### src/rtl/vga_pkg.sv
// Shared types and framebuffer constants for the VGA memory arbiter.
package vga_pkg;

    typedef enum logic [1:0] {
        IDLE  = 2'd0,
        READ  = 2'd1,
        WRITE = 2'd2
    } arb_state_t;

    typedef enum logic {
        WR_CPU  = 1'b0,
        WR_DRAW = 1'b1
    } wr_idx_t;

    localparam int H_ACTIVE = 640;
    localparam int V_ACTIVE = 480;
    localparam int NUM_WR   = 2;

endpackage

### src/rtl/vga_mem_arbiter_if.sv
// Display/writer/RAM bus of the VGA memory arbiter; ARB_STATS_EN adds the statistics outputs.
interface vga_mem_arbiter_if #(
    parameter int ADDR_W = 19,
    parameter int DATA_W = 8
);
    logic              dispReq;
    logic [ADDR_W-1:0] dispAddr;
    logic              dispValid;
    logic [DATA_W-1:0] dispData;
    logic [1:0]        wrReq;
    logic [ADDR_W-1:0] wrAddr0;
    logic [ADDR_W-1:0] wrAddr1;
    logic [DATA_W-1:0] wrData0;
    logic [DATA_W-1:0] wrData1;
    logic [1:0]        wrAck;
    logic [ADDR_W-1:0] memAddr;
    logic              memWe;
    logic [DATA_W-1:0] memWData;
    logic [DATA_W-1:0] memRData;
    logic              starve;
`ifdef ARB_STATS_EN
    logic [15:0]       statWrites;
    logic [15:0]       statMaxWait;

    modport slave (
        input  dispReq, dispAddr, wrReq, wrAddr0, wrAddr1, wrData0, wrData1, memRData,
        output dispValid, dispData, wrAck, memAddr, memWe, memWData, starve,
        output statWrites, statMaxWait
    );
    modport master (
        output dispReq, dispAddr, wrReq, wrAddr0, wrAddr1, wrData0, wrData1, memRData,
        input  dispValid, dispData, wrAck, memAddr, memWe, memWData, starve,
        input  statWrites, statMaxWait
    );
`else
    modport slave (
        input  dispReq, dispAddr, wrReq, wrAddr0, wrAddr1, wrData0, wrData1, memRData,
        output dispValid, dispData, wrAck, memAddr, memWe, memWData, starve
    );
    modport master (
        output dispReq, dispAddr, wrReq, wrAddr0, wrAddr1, wrData0, wrData1, memRData,
        input  dispValid, dispData, wrAck, memAddr, memWe, memWData, starve
    );
`endif
endinterface

### src/rtl/vga_mem_arbiter_rr_arbiter2.sv
// Two-way round-robin writer selection; rr_ptr names the preferred writer.
module rr_arbiter2
    import vga_pkg::*;
(
    input  logic       clk,
    input  logic       rst_n,
    input  logic       en,
    input  logic [1:0] req,
    output logic [1:0] gnt
);

    wr_idx_t rr_ptr;

    always_comb begin
        gnt = 2'b00;
        if (en) begin
            case (req)
                2'b01:   gnt = 2'b01;
                2'b10:   gnt = 2'b10;
                2'b11:   gnt = (rr_ptr == WR_DRAW) ? 2'b10 : 2'b01;
                default: gnt = 2'b00;
            endcase
        end
    end

    // The pointer only moves on an actual grant, so display cycles leave it alone.
    always_ff @(posedge clk or negedge rst_n) begin
        if (!rst_n)      rr_ptr <= WR_CPU;
        else if (gnt[0]) rr_ptr <= WR_DRAW;
        else if (gnt[1]) rr_ptr <= WR_CPU;
    end

endmodule

### src/rtl/vga_mem_arbiter.sv
// Single-port framebuffer arbiter: display reads win, two writers share the rest round-robin.
// Define ARB_STATS_EN to add the statWrites/statMaxWait statistics outputs.
module vga_mem_arbiter
    import vga_pkg::*;
#(
    parameter int ADDR_W       = 19,
    parameter int DATA_W       = 8,
    parameter int STARVE_LIMIT = 1024
) (
    input  logic             clk,
    input  logic             rst_n,
    vga_mem_arbiter_if.slave bus
);

    localparam int              CNT_W = $clog2(STARVE_LIMIT + 1);
    localparam logic [CNT_W-1:0] LIMIT = CNT_W'(STARVE_LIMIT);

    arb_state_t                     state, state_nxt;
    logic [NUM_WR-1:0]              gnt;
    logic [NUM_WR-1:0][ADDR_W-1:0]  wr_addr;
    logic [NUM_WR-1:0][DATA_W-1:0]  wr_data;
    logic [NUM_WR-1:0][CNT_W-1:0]   wait_cnt, wait_nxt;
    logic [NUM_WR-1:0]              at_limit;
    logic                           starve_q;
    logic                           wr_sel;

    assign wr_addr = {bus.wrAddr1, bus.wrAddr0};
    assign wr_data = {bus.wrData1, bus.wrData0};

    rr_arbiter2 u_rr (
        .clk   (clk),
        .rst_n (rst_n),
        .en    (!bus.dispReq),
        .req   (bus.wrReq),
        .gnt   (gnt)
    );

    always_ff @(posedge clk or negedge rst_n) begin
        if (!rst_n) state <= IDLE;
        else        state <= state_nxt;
    end

    always_comb begin
        state_nxt = IDLE;
        if (bus.dispReq)     state_nxt = READ;
        else if (|bus.wrReq) state_nxt = WRITE;
    end

    // Grants are Mealy so every cycle can carry an access; rst_n gating kills a write in flight.
    always_comb begin
        wr_sel        = gnt[WR_DRAW];
        bus.memAddr   = bus.dispAddr;
        bus.memWe     = 1'b0;
        bus.memWData  = wr_data[WR_CPU];
        bus.wrAck     = 2'b00;
        if (rst_n && state_nxt == WRITE) begin
            bus.memWe    = 1'b1;
            bus.memAddr  = wr_addr[wr_sel];
            bus.memWData = wr_data[wr_sel];
            bus.wrAck    = gnt;
        end
        bus.dispValid = (state == READ);
        bus.dispData  = (state == READ) ? bus.memRData : '0;
    end

    always_comb begin
        for (int i = 0; i < NUM_WR; i++) begin
            wait_nxt[i] = wait_cnt[i];
            if (bus.wrAck[i])
                wait_nxt[i] = '0;
            else if (bus.wrReq[i] && wait_cnt[i] != LIMIT)
                wait_nxt[i] = wait_cnt[i] + CNT_W'(1);
            at_limit[i] = (wait_nxt[i] == LIMIT);
        end
    end

    always_ff @(posedge clk or negedge rst_n) begin
        if (!rst_n) begin
            wait_cnt <= '0;
            starve_q <= 1'b0;
        end else begin
            wait_cnt <= wait_nxt;
            starve_q <= starve_q | (|at_limit);
        end
    end

    assign bus.starve = starve_q;

`ifdef ARB_STATS_EN
    logic [15:0]      stat_writes;
    logic [15:0]      stat_max_wait;
    logic [CNT_W-1:0] cur_max;

    assign cur_max = (wait_cnt[0] > wait_cnt[1]) ? wait_cnt[0] : wait_cnt[1];

    always_ff @(posedge clk or negedge rst_n) begin
        if (!rst_n) begin
            stat_writes   <= '0;
            stat_max_wait <= '0;
        end else begin
            if (|bus.wrAck && stat_writes != 16'hFFFF)
                stat_writes <= stat_writes + 16'd1;
            if (32'(cur_max) > 32'(stat_max_wait))
                stat_max_wait <= (32'(cur_max) > 32'hFFFF) ? 16'hFFFF : 16'(cur_max);
        end
    end

    assign bus.statWrites  = stat_writes;
    assign bus.statMaxWait = stat_max_wait;
`endif

endmodule

### src/flat_wrapper.sv
// flat-port wrapper written by rule: the top's interface ports become plain ports
module vga_mem_arbiter_flat import vga_pkg::*;
#(
    parameter int ADDR_W       = 19,
    parameter int DATA_W       = 8,
    parameter int STARVE_LIMIT = 1024
)
  (clk, rst_n, bus_dispReq, bus_dispAddr, bus_wrReq, bus_wrAddr0, bus_wrAddr1, bus_wrData0, bus_wrData1, bus_memRData, bus_dispValid, bus_dispData, bus_wrAck, bus_memAddr, bus_memWe, bus_memWData, bus_starve);
  vga_mem_arbiter_if #(.ADDR_W(ADDR_W), .DATA_W(DATA_W)) bus_i ();
  input  logic clk;
  input  logic rst_n;
  input wire logic [$bits(bus_i.dispReq)-1:0] bus_dispReq;
  input wire logic [$bits(bus_i.dispAddr)-1:0] bus_dispAddr;
  input wire logic [$bits(bus_i.wrReq)-1:0] bus_wrReq;
  input wire logic [$bits(bus_i.wrAddr0)-1:0] bus_wrAddr0;
  input wire logic [$bits(bus_i.wrAddr1)-1:0] bus_wrAddr1;
  input wire logic [$bits(bus_i.wrData0)-1:0] bus_wrData0;
  input wire logic [$bits(bus_i.wrData1)-1:0] bus_wrData1;
  input wire logic [$bits(bus_i.memRData)-1:0] bus_memRData;
  output wire logic [$bits(bus_i.dispValid)-1:0] bus_dispValid;
  output wire logic [$bits(bus_i.dispData)-1:0] bus_dispData;
  output wire logic [$bits(bus_i.wrAck)-1:0] bus_wrAck;
  output wire logic [$bits(bus_i.memAddr)-1:0] bus_memAddr;
  output wire logic [$bits(bus_i.memWe)-1:0] bus_memWe;
  output wire logic [$bits(bus_i.memWData)-1:0] bus_memWData;
  output wire logic [$bits(bus_i.starve)-1:0] bus_starve;
  assign bus_i.dispReq = bus_dispReq;
  assign bus_i.dispAddr = bus_dispAddr;
  assign bus_i.wrReq = bus_wrReq;
  assign bus_i.wrAddr0 = bus_wrAddr0;
  assign bus_i.wrAddr1 = bus_wrAddr1;
  assign bus_i.wrData0 = bus_wrData0;
  assign bus_i.wrData1 = bus_wrData1;
  assign bus_i.memRData = bus_memRData;
  assign bus_dispValid = bus_i.dispValid;
  assign bus_dispData = bus_i.dispData;
  assign bus_wrAck = bus_i.wrAck;
  assign bus_memAddr = bus_i.memAddr;
  assign bus_memWe = bus_i.memWe;
  assign bus_memWData = bus_i.memWData;
  assign bus_starve = bus_i.starve;
  vga_mem_arbiter #(.ADDR_W(ADDR_W), .DATA_W(DATA_W), .STARVE_LIMIT(STARVE_LIMIT)) u_core (.clk(clk), .rst_n(rst_n), .bus(bus_i));
endmodule
### config.mk
export PLATFORM = sky130hd
export DESIGN_NAME = vga_mem_arbiter_flat
export DESIGN_NICKNAME = d
export VERILOG_FILES = /design/src/rtl/vga_pkg.sv /design/src/rtl/vga_mem_arbiter_if.sv /design/src/rtl/vga_mem_arbiter_rr_arbiter2.sv /design/src/rtl/vga_mem_arbiter.sv /design/src/flat_wrapper.sv
export SDC_FILE = /design/constraint.sdc
export NUM_CORES = 1
export LEC_CHECK = 0
export ABC_AREA = 0
export ABC_CLOCK_PERIOD_IN_PS = 1900
export CAP_MARGIN = 20
export CORE_MARGIN = 5
export CORE_UTILIZATION = 57
export CTS_CLUSTER_DIAMETER = 60
export DETAILED_ROUTE_END_ITERATION = 16
export DONT_BUFFER_PORTS = 1
export PLACE_DENSITY = 0.75
export SYNTH_ARGS = -nofsm -noshare
export SYNTH_HDL_FRONTEND = slang
export SYNTH_SLANG_ARGS = --single-unit
### constraint.sdc
create_clock -name clk -period 1.9 [get_ports clk]
set_input_delay 0.38 -clock clk [delete_from_list [all_inputs] [get_ports clk]]
set_output_delay 0.38 -clock clk [all_outputs]
set_load 0.03 [all_outputs]
==> summary.txt, run 1 <==
Clock tree
  – Num CTS Buffers: 3
  – Root buffer cell: clkbuf_4
  – Clock latency on the worst-skew pair: 0.35 ns
  – Clock Tree Buf Depth: 2
  – Clock slew at reported path FFs: around 0.16 ns
  – CTS sink cnt: 26
  – CTS tree: yes
  – Htree depth: 1

Timing
  – Fin crit share: 1.110
  – Hold Vio Cnt, Final: 0
  – RSZ-0062 raised after global routing: yes
  – Relative slew margins: 0.6554
  – Final setup margin: -0.2094 ns
  – Clk_skew: 0.01343 ns
  – Finish-stage setup viols: 27
  – Total negative slack: -3.843 ns
  – Fmax: ~470 MHz
  – Worst-Margin Slew: a little over 0.5 ns
  – Final min period: about 2.1 ns
  – Fin. max-slew vios: 0

Cells and area
  – Final core occ: 0.8634
  – Multi-input logic area: approximately 1600 µm²
  – Ant. Diodes: 0
  – Synth-to-Final Area Change: 43.37%
  – Net count reported at finish: 400
  – FF+latch area: 650.6 µm²
  – Layout fillers: approximately 170
  – Layout cells sized above 1: 0.3722
  – Non-filler cells, final: 355

GRT
  – Grt total ovfl: 0
  – Global-route wire length before repair: 9894 µm
  – Initial antenna violation count: 0
  – Pin count of the biggest net entering global routing: 40
  – Number of global-route vias before repair: 2016
  – Total GRT Usage: 0.2433

Routing
  – Post-DR vias/cell: around 6.5
  – Drc violations: 0
  – Vias: around 2300
  – Post-DRT Antenna Nets: 0
  – Detailed Route Iter0 Violations: about 220
  – Final wirelength: around 7900 µm
  – Pre-Repair DR Iteration Count: 4
  – Routed len/inst: between 20 and 25 µm

Critical path
  – Arrival @ worst endpoint: between 1.5 and 2 ns
  – Reg2reg path depth: 8
  – Worst path cell trace: a21oi_2 > buf_6 > o22ai_2 > o21ai_1 > buf_4
  – Crit path max fanout: 10
  – WP data required: between 1.5 and 2 ns
  – Worst stage delay on the critical path: 0.46 ns
  – Worst R2R End: u_core.bus.starve$_DFF_PN0_
  – Flop2flop setup slack: 0 ns
  – Crit path from: u_core.u_rr.rr_ptr$_DFFE_PN0P_
  – Crit path launch type: register
  – Crit path max-delay family: compound AO/OA/AOI/OAI gates
  – Critical path buffers and inverters: 2
  – Crit path capture type: output pin
  – Slowest-stage cell, CP: dfrtp_1
  – WS Path Type: register to output pin
  – FF-to-FF Start: u_core.wait_cnt[0]$_DFF_PN0_

Yosys
  – Synth Instances: about 280
  – Synth Flop Type: dfrtp_1
  – Synth async-reset ratio: 1.000
  – Synth Cell Area: around 2000 µm²
  – Netlist cell types: 47
  – Synth warn: 0
  – Syn_area_per_cell: 7.480 µm²
  – EDFF count, synth: 0
  – Flops & latches, synth: 26
  – Post-synth net total: 365
  – Register area share after synthesis: 0.3163

Min path
  – Hold Path Class: input pin to register
  – Hold depth: 0
  – Hold Path Origin: bus_dispReq
  – Hold path endpoint: u_core.state[0]$_DFF_PN0_

Floorplan
  – Core box area: 3416 µm²
  – Die Area: just under 5000 µm²
  – FP Rows: 21
  – Die width: between 70 and 80 µm
  – Initial Utilization: 0.6022
  – DIE HEIGHT: about 70 µm
  – I/O pins: approximately 130

Status
  – Outcome: complete, but fails checks
  – Failing checks: setup timing

Power and ir drop
  – Worst vdd ir: 0.8154 mV
  – PD cells: 808.4 nW/µm²
  – Leak: roughly 1.4 nW
  – Pwr Total: roughly 2.4 mW

Place
  – DP Wirelength: 4525 µm
  – Place WS: -0.01752 ns
  – I/O Buffers: 0
  – Dpl cells: 340
  – Routability Congestion: between 0.8 and 0.9

Run
  – Max-Cap Viols: 0
[placed cells by master (no fill, tap or decap), types with 7 or more instances in the layout]
| cell type | count |
|---|---|
| buf_6 | 10 |
| xor2_1 | 10 |
| o21ai_1 | 7 |
| nor2_1 | 26 |
| nand2_1 | 40 |
| buf_12 | 9 |
| inv_1 | 7 |
| xnor2_1 | 11 |
| and2_1 | 10 |
| o21ai_2 | 12 |
| o22ai_2 | 17 |
| nand3_1 | 10 |
| dfrtp_1 | 26 |
| buf_4 | 27 |
| nand2_4 | 13 |
[worst max path at each step]
stage,slack (ns),cells past startpoint,end
2_1_floorplan,-0.12,6,bus_memAddr[0]
3_3_place_gp,0.11,8,u_core.bus.starve$_DFF_PN0_
3_5_place_dp,-0.02,8,u_core.bus.starve$_DFF_PN0_
4_1_cts,-0.07,5,bus_memAddr[10]
5_1_grt,-0.26,5,bus_memAddr[7]
6_report,-0.21,5,bus_memAddr[7]
[cells in the mapped netlist, types with 2 or more instances]
master | count | area share
nor3_1 | 6 | 0.015
o311ai_0 | 2 | 0.0085
and4_1 | 2 | 0.0085
a21oi_1 | 5 | 0.012
buf_4 | 3 | 0.011
mux2i_1 | 5 | 0.024
a31oi_1 | 2 | 0.0061
o21ai_0 | 21 | 0.051
xor2_1 | 10 | 0.043
nand3_1 | 10 | 0.024
dfrtp_1 | 26 | 0.32
nor2b_1 | 2 | 0.0061
buf_2 | 8 | 0.019
xnor2_1 | 11 | 0.047
nand2_1 | 58 | 0.11
and3_1 | 5 | 0.015
nand4_1 | 2 | 0.0061
inv_1 | 7 | 0.013
nor2_1 | 26 | 0.047
clkbuf_1 | 6 | 0.011
ha_1 | 4 | 0.024
and2_1 | 10 | 0.030
o22ai_1 | 20 | 0.061
[power breakdown]
part           total [mW]  switching (mW)  internal, mW
logic                1.17           0.650         0.516
clock network       0.398           0.184         0.214
registers           0.821           0.169         0.652
[repair_timing]
item	CTS	global route
pin swaps	12	13
hold endpoints to repair	26	0
setup endpoints to repair	29	37
gates resized for setup	35	54
buffers inserted	3	3
hold buffers	2	0
cloned	1	2
[logic make-up after synthesis]
group / after synthesis / share of synthesized area
AO/OA/AOI/OAI: 59 / 0.1776
buffers and inverters: 27 / 0.06021
AND/OR/NAND/NOR: 133 / 0.3078
multiplexers: 5 / 0.02433
XOR/XNOR: 21 / 0.08941
adder cells (fa/ha/maj): 4 / 0.02433
flip-flops: 26 / 0.3163
[sequential cells by signal (all words and copies together) (netlist names)]
signal / count
u_core.bus.starve: 1
u_core.state: 2
u_core.u_rr.rr_ptr: 1
u_core.wait_cnt: 22
[final cells by class]
cell class,count,share of cell area
multi-input cells,222,0.5409
clock inverters,1,0.01018
clock buffers,3,0.007637
well taps,46,0.01952
flip-flops and latches,26,0.2206
repair buffers,49,0.1892
inverters,8,0.01188
[metal layers]
layer	global-route usage	routed length, µm	vias up
met5	0	0	-
met4	0.04468	255	0
met3	0.06600	587	30
met2	0.4491	4413	136
met1	0.2814	2633	1100
li1	-	-	1024
[metrics by stage]
step	hold slack, ns	area [µm²]
after floorplan	0.08441	2095
after global placement	0.08519	2419
after detailed placement	0.08522	2419
after CTS	0.03647	2678
after global routing	0.003972	2949
final	0.03845	2949
Power figures use the tool's default switching activity.
==> run 2, diff against run 1 <==
--- a/config.mk
+++ b/config.mk
@@ -14,6 +14,7 @@
 export DETAILED_ROUTE_END_ITERATION = 16
 export DONT_BUFFER_PORTS = 1
 export PLACE_DENSITY = 0.75
+export SETUP_SLACK_MARGIN = 0.1
 export SYNTH_ARGS = -nofsm -noshare
 export SYNTH_HDL_FRONTEND = slang
 export SYNTH_SLANG_ARGS = --single-unit
==> run 2 against run 1 <==
Clock skew fell by 0.0081 ns; register-to-register slack worse by 0.13 ns; first-iteration DRC count up 1.4%; fmax increased by 1.5%; total power grew 5.4%; final cell count increased by 1.7%; critical endpoint is now bus_memAddr[9]; the flow still finishes with violations (setup timing); combinational power increased by 9%; critical path type unchanged; critical path depth did not move.
==> summary.txt, run 2 (synthesized netlist as in run 1, its figures left out) <==
Cells and area
  – Largest reg by FF count: u_core.wait_cnt
  – Most common cell after layout, fill and taps aside: nand2_1
  – Layout cells sized above 1: 0.4127 (+0.04053)
  – Net count reported at finish: 406 (+1.5%)
  – Largest registers: u_core.wait_cnt (22), u_core.state (2)
  – Most frequent cells in the layout: nand2_1 (38), nor2_1 (26), buf_4 (26), dfrtp_1 (24), o22ai_2 (18)
  – Synth-to-Final Area Change: 49.33%
  – Ant. Diodes: 0 (unchanged)
  – Max reg flops: 22 (unchanged)

Place
  – Place WS: 0.01932 ns (+0.03685 ns)
  – DP Wirelength: 4403 µm (-2.7%)
  – I/O Buffers: 0 (unchanged)
  – Routability Congestion: 0.8752 (+2.7%)

Power and ir drop
  – Pwr Total: 2.512 mW (+5.4%)
  – Worst vdd ir: 0.5854 mV (-28%)
  – PD cells: 817.9 nW/µm² (+1.2%)
  – Clock network fraction of total power: 0.157 (-0.010)
  – Combinational share of power: 0.508 (+0.019)
  – Net Switching: 1.077 mW (+7.4%)
  – Sw frac: 0.4286 (+0.008204)
  – Internal cell power: 1.435 mW (+3.9%)
  – Leak: 1.401 nW (+2.8%)
  – Sequential Power Share: 0.334 (-0.010)

Routing
  – Post-DR vias/cell: 6.637 (+2.9%)
  – Drc violations: 0 (unchanged)
  – Post-DRT Antenna Nets: 0 (unchanged)
  – Vias: 2396 (+4.6%)
  – Pre-Repair DR Iteration Count: 5 (+1)
  – Routed len/inst: 24.61 µm (+11%)
  – Final wirelength: 8884 µm (+13%)
  – Detailed Route Iter0 Violations: 218 (+1.4%)

Min path
  – Hold depth: 0 (unchanged)
  – Hold Path Class: input pin to register
  – Hold Path Origin: bus_dispReq
  – Hold path endpoint: u_core.state[0]$_DFF_PN0_

Critical path
  – Worst R2R End: u_core.bus.starve$_DFF_PN0_
  – Arrival @ worst endpoint: 1.70 ns (-0.03 ns)
  – Slowest-stage cell, CP: dfrtp_1
  – Crit path capture type: output pin
  – Worst stage delay on the critical path: 0.46 ns (about the same)
  – FF-to-FF Start: u_core.wait_cnt[12]$_DFF_PN0_
  – Flop2flop setup slack: -0.13 ns (-0.13 ns)
  – Reg2reg path depth: 7 (-1)
  – WP data required: 1.52 ns (about the same)
  – Crit path launch type: register
  – Worst path cell trace: o211a_4 > clkbuf_16 > o22ai_2 > o21ai_2 > buf_6
  – WS Path Type: register to output pin
  – Crit path max fanout: 5 (-5)

Clock tree
  – Root buffer cell: clkbuf_4
  – Clock Tree Buf Depth: 2 (unchanged)
  – Htree depth: 1 (unchanged)
  – CTS tree: yes
  – Clock slew at reported path FFs: 0.15 ns (about the same)
  – Num CTS Buffers: 3 (unchanged)
  – Clock latency on the worst-skew pair: 0.34 ns (about the same)
  – CTS sink cnt: 26 (unchanged)

Floorplan
  – FP Rows: 21 (unchanged)
  – Core box area: 3416 µm² (unchanged)
  – DIE HEIGHT: 70.07 µm (unchanged)
  – Die Area: 4910 µm² (unchanged)
  – Die width: 70.07 µm (unchanged)
  – Initial Utilization: 0.6022 (unchanged)
  – I/O pins: 126 (unchanged)

Timing
  – Fin. max-slew vios: 0 (unchanged)
  – RSZ-0062 raised after global routing: yes
  – Final min period: 2.078 ns (-0.03134 ns)
  – Finish-stage setup viols: 29 (+7.4%)
  – Final setup margin: -0.1781 ns (+0.03134 ns)
  – Clk_skew: 0.005334 ns (-0.008093 ns)
  – Hold Vio Cnt, Final: 0 (unchanged)
  – Fmax: 481.2 MHz (+1.5%)
  – Relative slew margins: 0.6857 (+0.03025)
  – Worst-Margin Slew: 0.4672 ns (-0.04497 ns)
  – Fin crit share: 1.094 (-0.01650)

Status
  – Failing checks: setup timing
  – Outcome: complete, but fails checks

GRT
  – Grt total ovfl: 0 (unchanged)
  – Number of global-route vias before repair: 2048 (+1.6%)
  – Global-route wire length before repair: 9839 µm (-0.56%)
  – Total GRT Usage: 0.2423 (-0.001045)
  – Pin count of the biggest net entering global routing: 40 (unchanged)
  – Initial antenna violation count: 0 (unchanged)

Run
  – Max-Cap Viols: 0 (unchanged)
## run 2: cell type report
| class | count | area, µm² |
|---|---|---|
| multi-input cells | 222 | 1665 |
| flip-flops and latches | 26 | 653.1 |
| repair buffers | 55 | 610.6 |
| fillers | 135 | 344.1 |
| well taps | 46 | 57.56 |
| inverters | 8 | 32.53 |
| clock inverters | 1 | 30.03 |
| clock buffers | 3 | 22.52 |
## run 2: through the flow
stage          hold slack [ns]  utilization  std cells  setup TNS [ns]  cell area [µm²]
2_1_floorplan          0.08441            -        275          -1.061             2095
3_3_place_gp           0.08507       0.7000        338               0             2391
3_5_place_dp           0.08485       0.7000        338               0             2391
4_1_cts                0.06091       0.7813        354          -1.244             2669
5_1_grt                0.02672       0.8993        361          -5.466             3072
6_report               0.05269       0.8993        361          -3.487             3072
## run 2: how the worst max path moves through the flow
| stage | start | end | slack, ns | depth (start not counted) |
|---|---|---|---|---|
| after floorplan | bus_wrReq[1] | bus_memAddr[0] | -0.12 | 6 |
| after global placement | u_core.wait_cnt[0]$_DFF_PN0_ | u_core.bus.starve$_DFF_PN0_ | 0.11 | 8 |
| after detailed placement | u_core.wait_cnt[0]$_DFF_PN0_ | u_core.bus.starve$_DFF_PN0_ | 0.02 | 8 |
| after CTS | u_core.u_rr.rr_ptr$_DFFE_PN0P_ | bus_memAddr[0] | -0.07 | 5 |
| after global routing | u_core.wait_cnt[12]$_DFF_PN0_ | u_core.bus.starve$_DFF_PN0_ | -0.30 | 7 |
| final | u_core.u_rr.rr_ptr$_DFFE_PN0P_ | bus_memAddr[9] | -0.18 | 5 |
## run 2: critical path: cells and delay by family (launching register included)
kind	cells	cell delay [ns]
compound gates	3	0.57
flops	1	0.46
buf+inv	2	0.33
## run 2: power by group through the flow
stage	sequential [mW]	clock, mW	combinational, mW
after detailed placement	0.804	0	0.858
after global routing	0.843	0.429	1.36
final	0.839	0.396	1.28
after floorplan	0.744	0	0.687
after CTS	0.794	0.391	0.985
after global placement	0.794	0	0.832
## run 2: what timing repair did
| action | in CTS | in global routing |
|---|---|---|
| endpoints found under the setup margin | 29 | 38 |
| pin swaps | 12 | 14 |
| setup buffers | 10 | 4 |
| gates cloned | 0 | 3 |
| resized for setup | 34 | 74 |
| hold endpoints to repair | 26 | 0 |
| hold buffers | 2 | 0 |
## run 2: per-layer routing
layer,wire [µm],share of wire,GRT usage
met5,0,0,0
met4,559,0.063,0.05957
met2,4705,0.53,0.4565
met1,2865,0.32,0.2667
met3,754,0.085,0.06456
==> run 3, diff against run 2 <==
--- a/config.mk
+++ b/config.mk
@@ -15,6 +15,7 @@
 export DONT_BUFFER_PORTS = 1
 export PLACE_DENSITY = 0.75
 export SETUP_SLACK_MARGIN = 0.1
+export SKIP_CTS_REPAIR_TIMING = 1
 export SYNTH_ARGS = -nofsm -noshare
 export SYNTH_HDL_FRONTEND = slang
 export SYNTH_SLANG_ARGS = --single-unit
==> run 3 against run 2 <==
The run still ends with setup timing left; clock skew rose by 0.0070 ns; sequential share of layout area rose by 1.9 points; wire length fell by 25%; core utilization fell by 7.4 points; register-to-register slack improved by 0.21 ns; clock power fell by 1%; sequential power fell by 2.6%; non-clock buffer count fell by 8; total power fell by 9.7%; count of clock-buffer cells in the layout did not move; die area did not move; global-route usage fell by 3.5 points; critical path type unchanged; critical endpoint is now bus_memAddr[14]; highest routed layer unchanged.
==> summary.txt, run 3 (synthesized netlist as in run 1, its figures left out) <==
Critical path
  – Arrival @ worst endpoint: 1.64 ns (-0.06 ns)
  – Critical path buffers and inverters: 2 (unchanged)
  – Crit path capture type: output pin
  – Worst path cell trace: o211a_4 > buf_12 > o22ai_1 > o21ai_2 > buf_4
  – Reg2reg path depth: 7 (unchanged)
  – WS Path Type: register to output pin
  – Levels on crit path: 5 (unchanged)
  – Crit path max-delay family: compound AO/OA/AOI/OAI gates
  – Worst stage delay on the critical path: 0.47 ns (about the same)
  – Slowest-stage cell, CP: dfrtp_2
  – Crit path launch type: register
  – WP data required: 1.52 ns (about the same)
  – Crit path max fanout: 10 (+5)

Routing
  – Vias: 2148 (-10%)
  – Post-DR vias/cell: 6.085 (-8.3%)
  – Pre-Repair DR Iteration Count: 4 (-1)
  – Routed len/inst: 18.97 µm (-23%)
  – Post-DRT Antenna Nets: 0 (unchanged)
  – Drc violations: 0 (unchanged)
  – Detailed Route Iter0 Violations: 120 (-45%)
  – Final wirelength: 6696 µm (-25%)

Floorplan
  – DIE HEIGHT: 70.07 µm (unchanged)
  – Initial Utilization: 0.6022 (unchanged)
  – I/O pins: 126 (unchanged)
  – FP Rows: 21 (unchanged)
  – Die width: 70.07 µm (unchanged)
  – Core box area: 3416 µm² (unchanged)
  – Die Area: 4910 µm² (unchanged)

Cells and area
  – Largest registers: u_core.wait_cnt (22), u_core.state (2)
  – Net count reported at finish: 398 (-2.0%)
  – Largest reg by FF count: u_core.wait_cnt
  – Most frequent cells in the layout: nand2_1 (40), buf_4 (31), nor2_1 (26), dfrtp_1 (24), nand2_4 (12)
  – Non-filler cells, final: 353 (-2.2%)
  – Layout fillers: 210 (+56%)
  – Ant. Diodes: 0 (unchanged)
  – Final core occ: 0.8253 (-0.07399)
  – Synth-to-Final Area Change: 37.04%
  – Max reg flops: 22 (unchanged)
  – Most common cell after layout, fill and taps aside: nand2_1
  – Layout cells sized above 1: 0.3453 (-0.06742)

GRT
  – Grt peak-use layer: met2
  – Initial antenna violation count: 0 (unchanged)
  – GR met3 Demand/Resource: 0.06026 (-0.004304)
  – Pin count of the biggest net entering global routing: 40 (unchanged)
  – Grt met2 use: 0.3788 (-0.07765)
  – Global-route wire length before repair: 8673 µm (-12%)
  – Met1 GRT Util: 0.2444 (-0.02222)
  – Total GRT Usage: 0.2069 (-0.03538)
  – Grt total ovfl: 0 (unchanged)
  – Number of global-route vias before repair: 1901 (-7.2%)

Min path
  – Hold depth: 0 (unchanged)
  – Hold Path Class: input pin to register

Timing
  – Finish-stage setup viols: 24 (-17%)
  – Fin. max-slew vios: 0 (unchanged)
  – Fin crit share: 1.066 (-0.02795)
  – Fmax: 493.8 MHz (+2.6%)
  – Clk_skew: 0.01233 ns (+0.006998 ns)
  – Worst-Margin Slew: 0.3864 ns (-0.08082 ns)
  – Relative slew margins: 0.7401 (+0.05438)
  – Final min period: 2.025 ns (-0.05310 ns)
  – RSZ-0062 raised after global routing: yes
  – Total negative slack: -2.083 ns (+1.404 ns)
  – Hold Vio Cnt, Final: 0 (unchanged)
  – Final setup margin: -0.1250 ns (+0.05310 ns)

Status
  – Failing checks: setup timing
  – Outcome: complete, but fails checks

Clock tree
  – CTS sink cnt: 26 (unchanged)
  – Num CTS Buffers: 3 (unchanged)
  – CTS tree: yes
  – Htree depth: 1 (unchanged)
  – Clock slew at reported path FFs: 0.15 ns (about the same)
  – Clock Tree Buf Depth: 2 (unchanged)
  – Root buffer cell: clkbuf_4
  – Clock latency on the worst-skew pair: 0.34 ns (about the same)

Power and ir drop
  – Worst vdd ir: 0.5731 mV (-2.1%)
  – Leak: 1.296 nW (-7.5%)
  – PD cells: 804.9 nW/µm² (-1.6%)

Place
  – Place WS: 0.01932 ns (unchanged)
  – Dpl cells: 338 (unchanged)
  – I/O Buffers: 0 (unchanged)
  – Routability Congestion: 0.8752 (unchanged)
  – DP Wirelength: 4403 µm (unchanged)

Run
  – Max-Cap Viols: 0 (unchanged)
==> run 3: path summary, 6_finish.rpt <==
kind,startpoint,endpoint,slack [ns]
max,u_core.u_rr.rr_ptr$_DFFE_PN0P_,bus_memAddr[14],-0.12
min,bus_dispReq,u_core.state[0]$_DFF_PN0_,0.06
max reg2reg,u_core.wait_cnt[12]$_DFF_PN0_,u_core.bus.starve$_DFF_PN0_,0.08
min reg2reg,u_core.u_rr.rr_ptr$_DFFE_PN0P_,u_core.u_rr.rr_ptr$_DFFE_PN0P_,0.56
max in group asynchronous,rst_n,u_core.wait_cnt[0]$_DFF_PN0_,1.27
min in group asynchronous,rst_n,u_core.wait_cnt[14]$_DFF_PN0_,0.45
==> run 3: metrics by stage <==
step | hold WS (ns) | area (µm²) | power, mW
global placement | 0.08507 | 2391 | 1.626
finish | 0.05698 | 2819 | 2.269
floorplan | 0.08441 | 2095 | 1.432
global route | 0.02299 | 2819 | 2.425
CTS | -0.2901 | 2444 | 2.046
detailed placement | 0.08485 | 2391 | 1.662
==> run 3: worst register-to-register path, delay by kind of cell, from the launching register on <==
kind | cells | cell delay, ns
adder cells (fa/ha/maj) | 1 | 0.17
AO/OA/AOI/OAI | 2 | 0.38
flip-flops | 1 | 0.43
multiplexers | 1 | 0.25
AND/OR/NAND/NOR | 3 | 0.53
==> run 3: layer usage <==
metal,part of all wire,vias to the layer above
li1,-,1018
met1,0.35,1011
met2,0.55,106
met3,0.076,13
met4,0.023,0
met5,0,-
==> run 3: power by group <==
group	switching (mW)	total (mW)	leakage, nW	internal [mW]
combinational	0.578	1.06	0.926	0.482
clock	0.178	0.392	0.0279	0.214
sequential	0.161	0.817	0.343	0.655
==> run 3: final cells by class <==
type,count,area [µm²],share of cell area
clock buffers,3,22.52,0.007989
clock inverters,1,30.03,0.01065
inverters,8,35.03,0.01243
multi-input cells,222,1525,0.5411
flip-flops and latches,26,653.1,0.2317
well taps,46,57.56,0.02042
repair buffers,47,495.5,0.1758
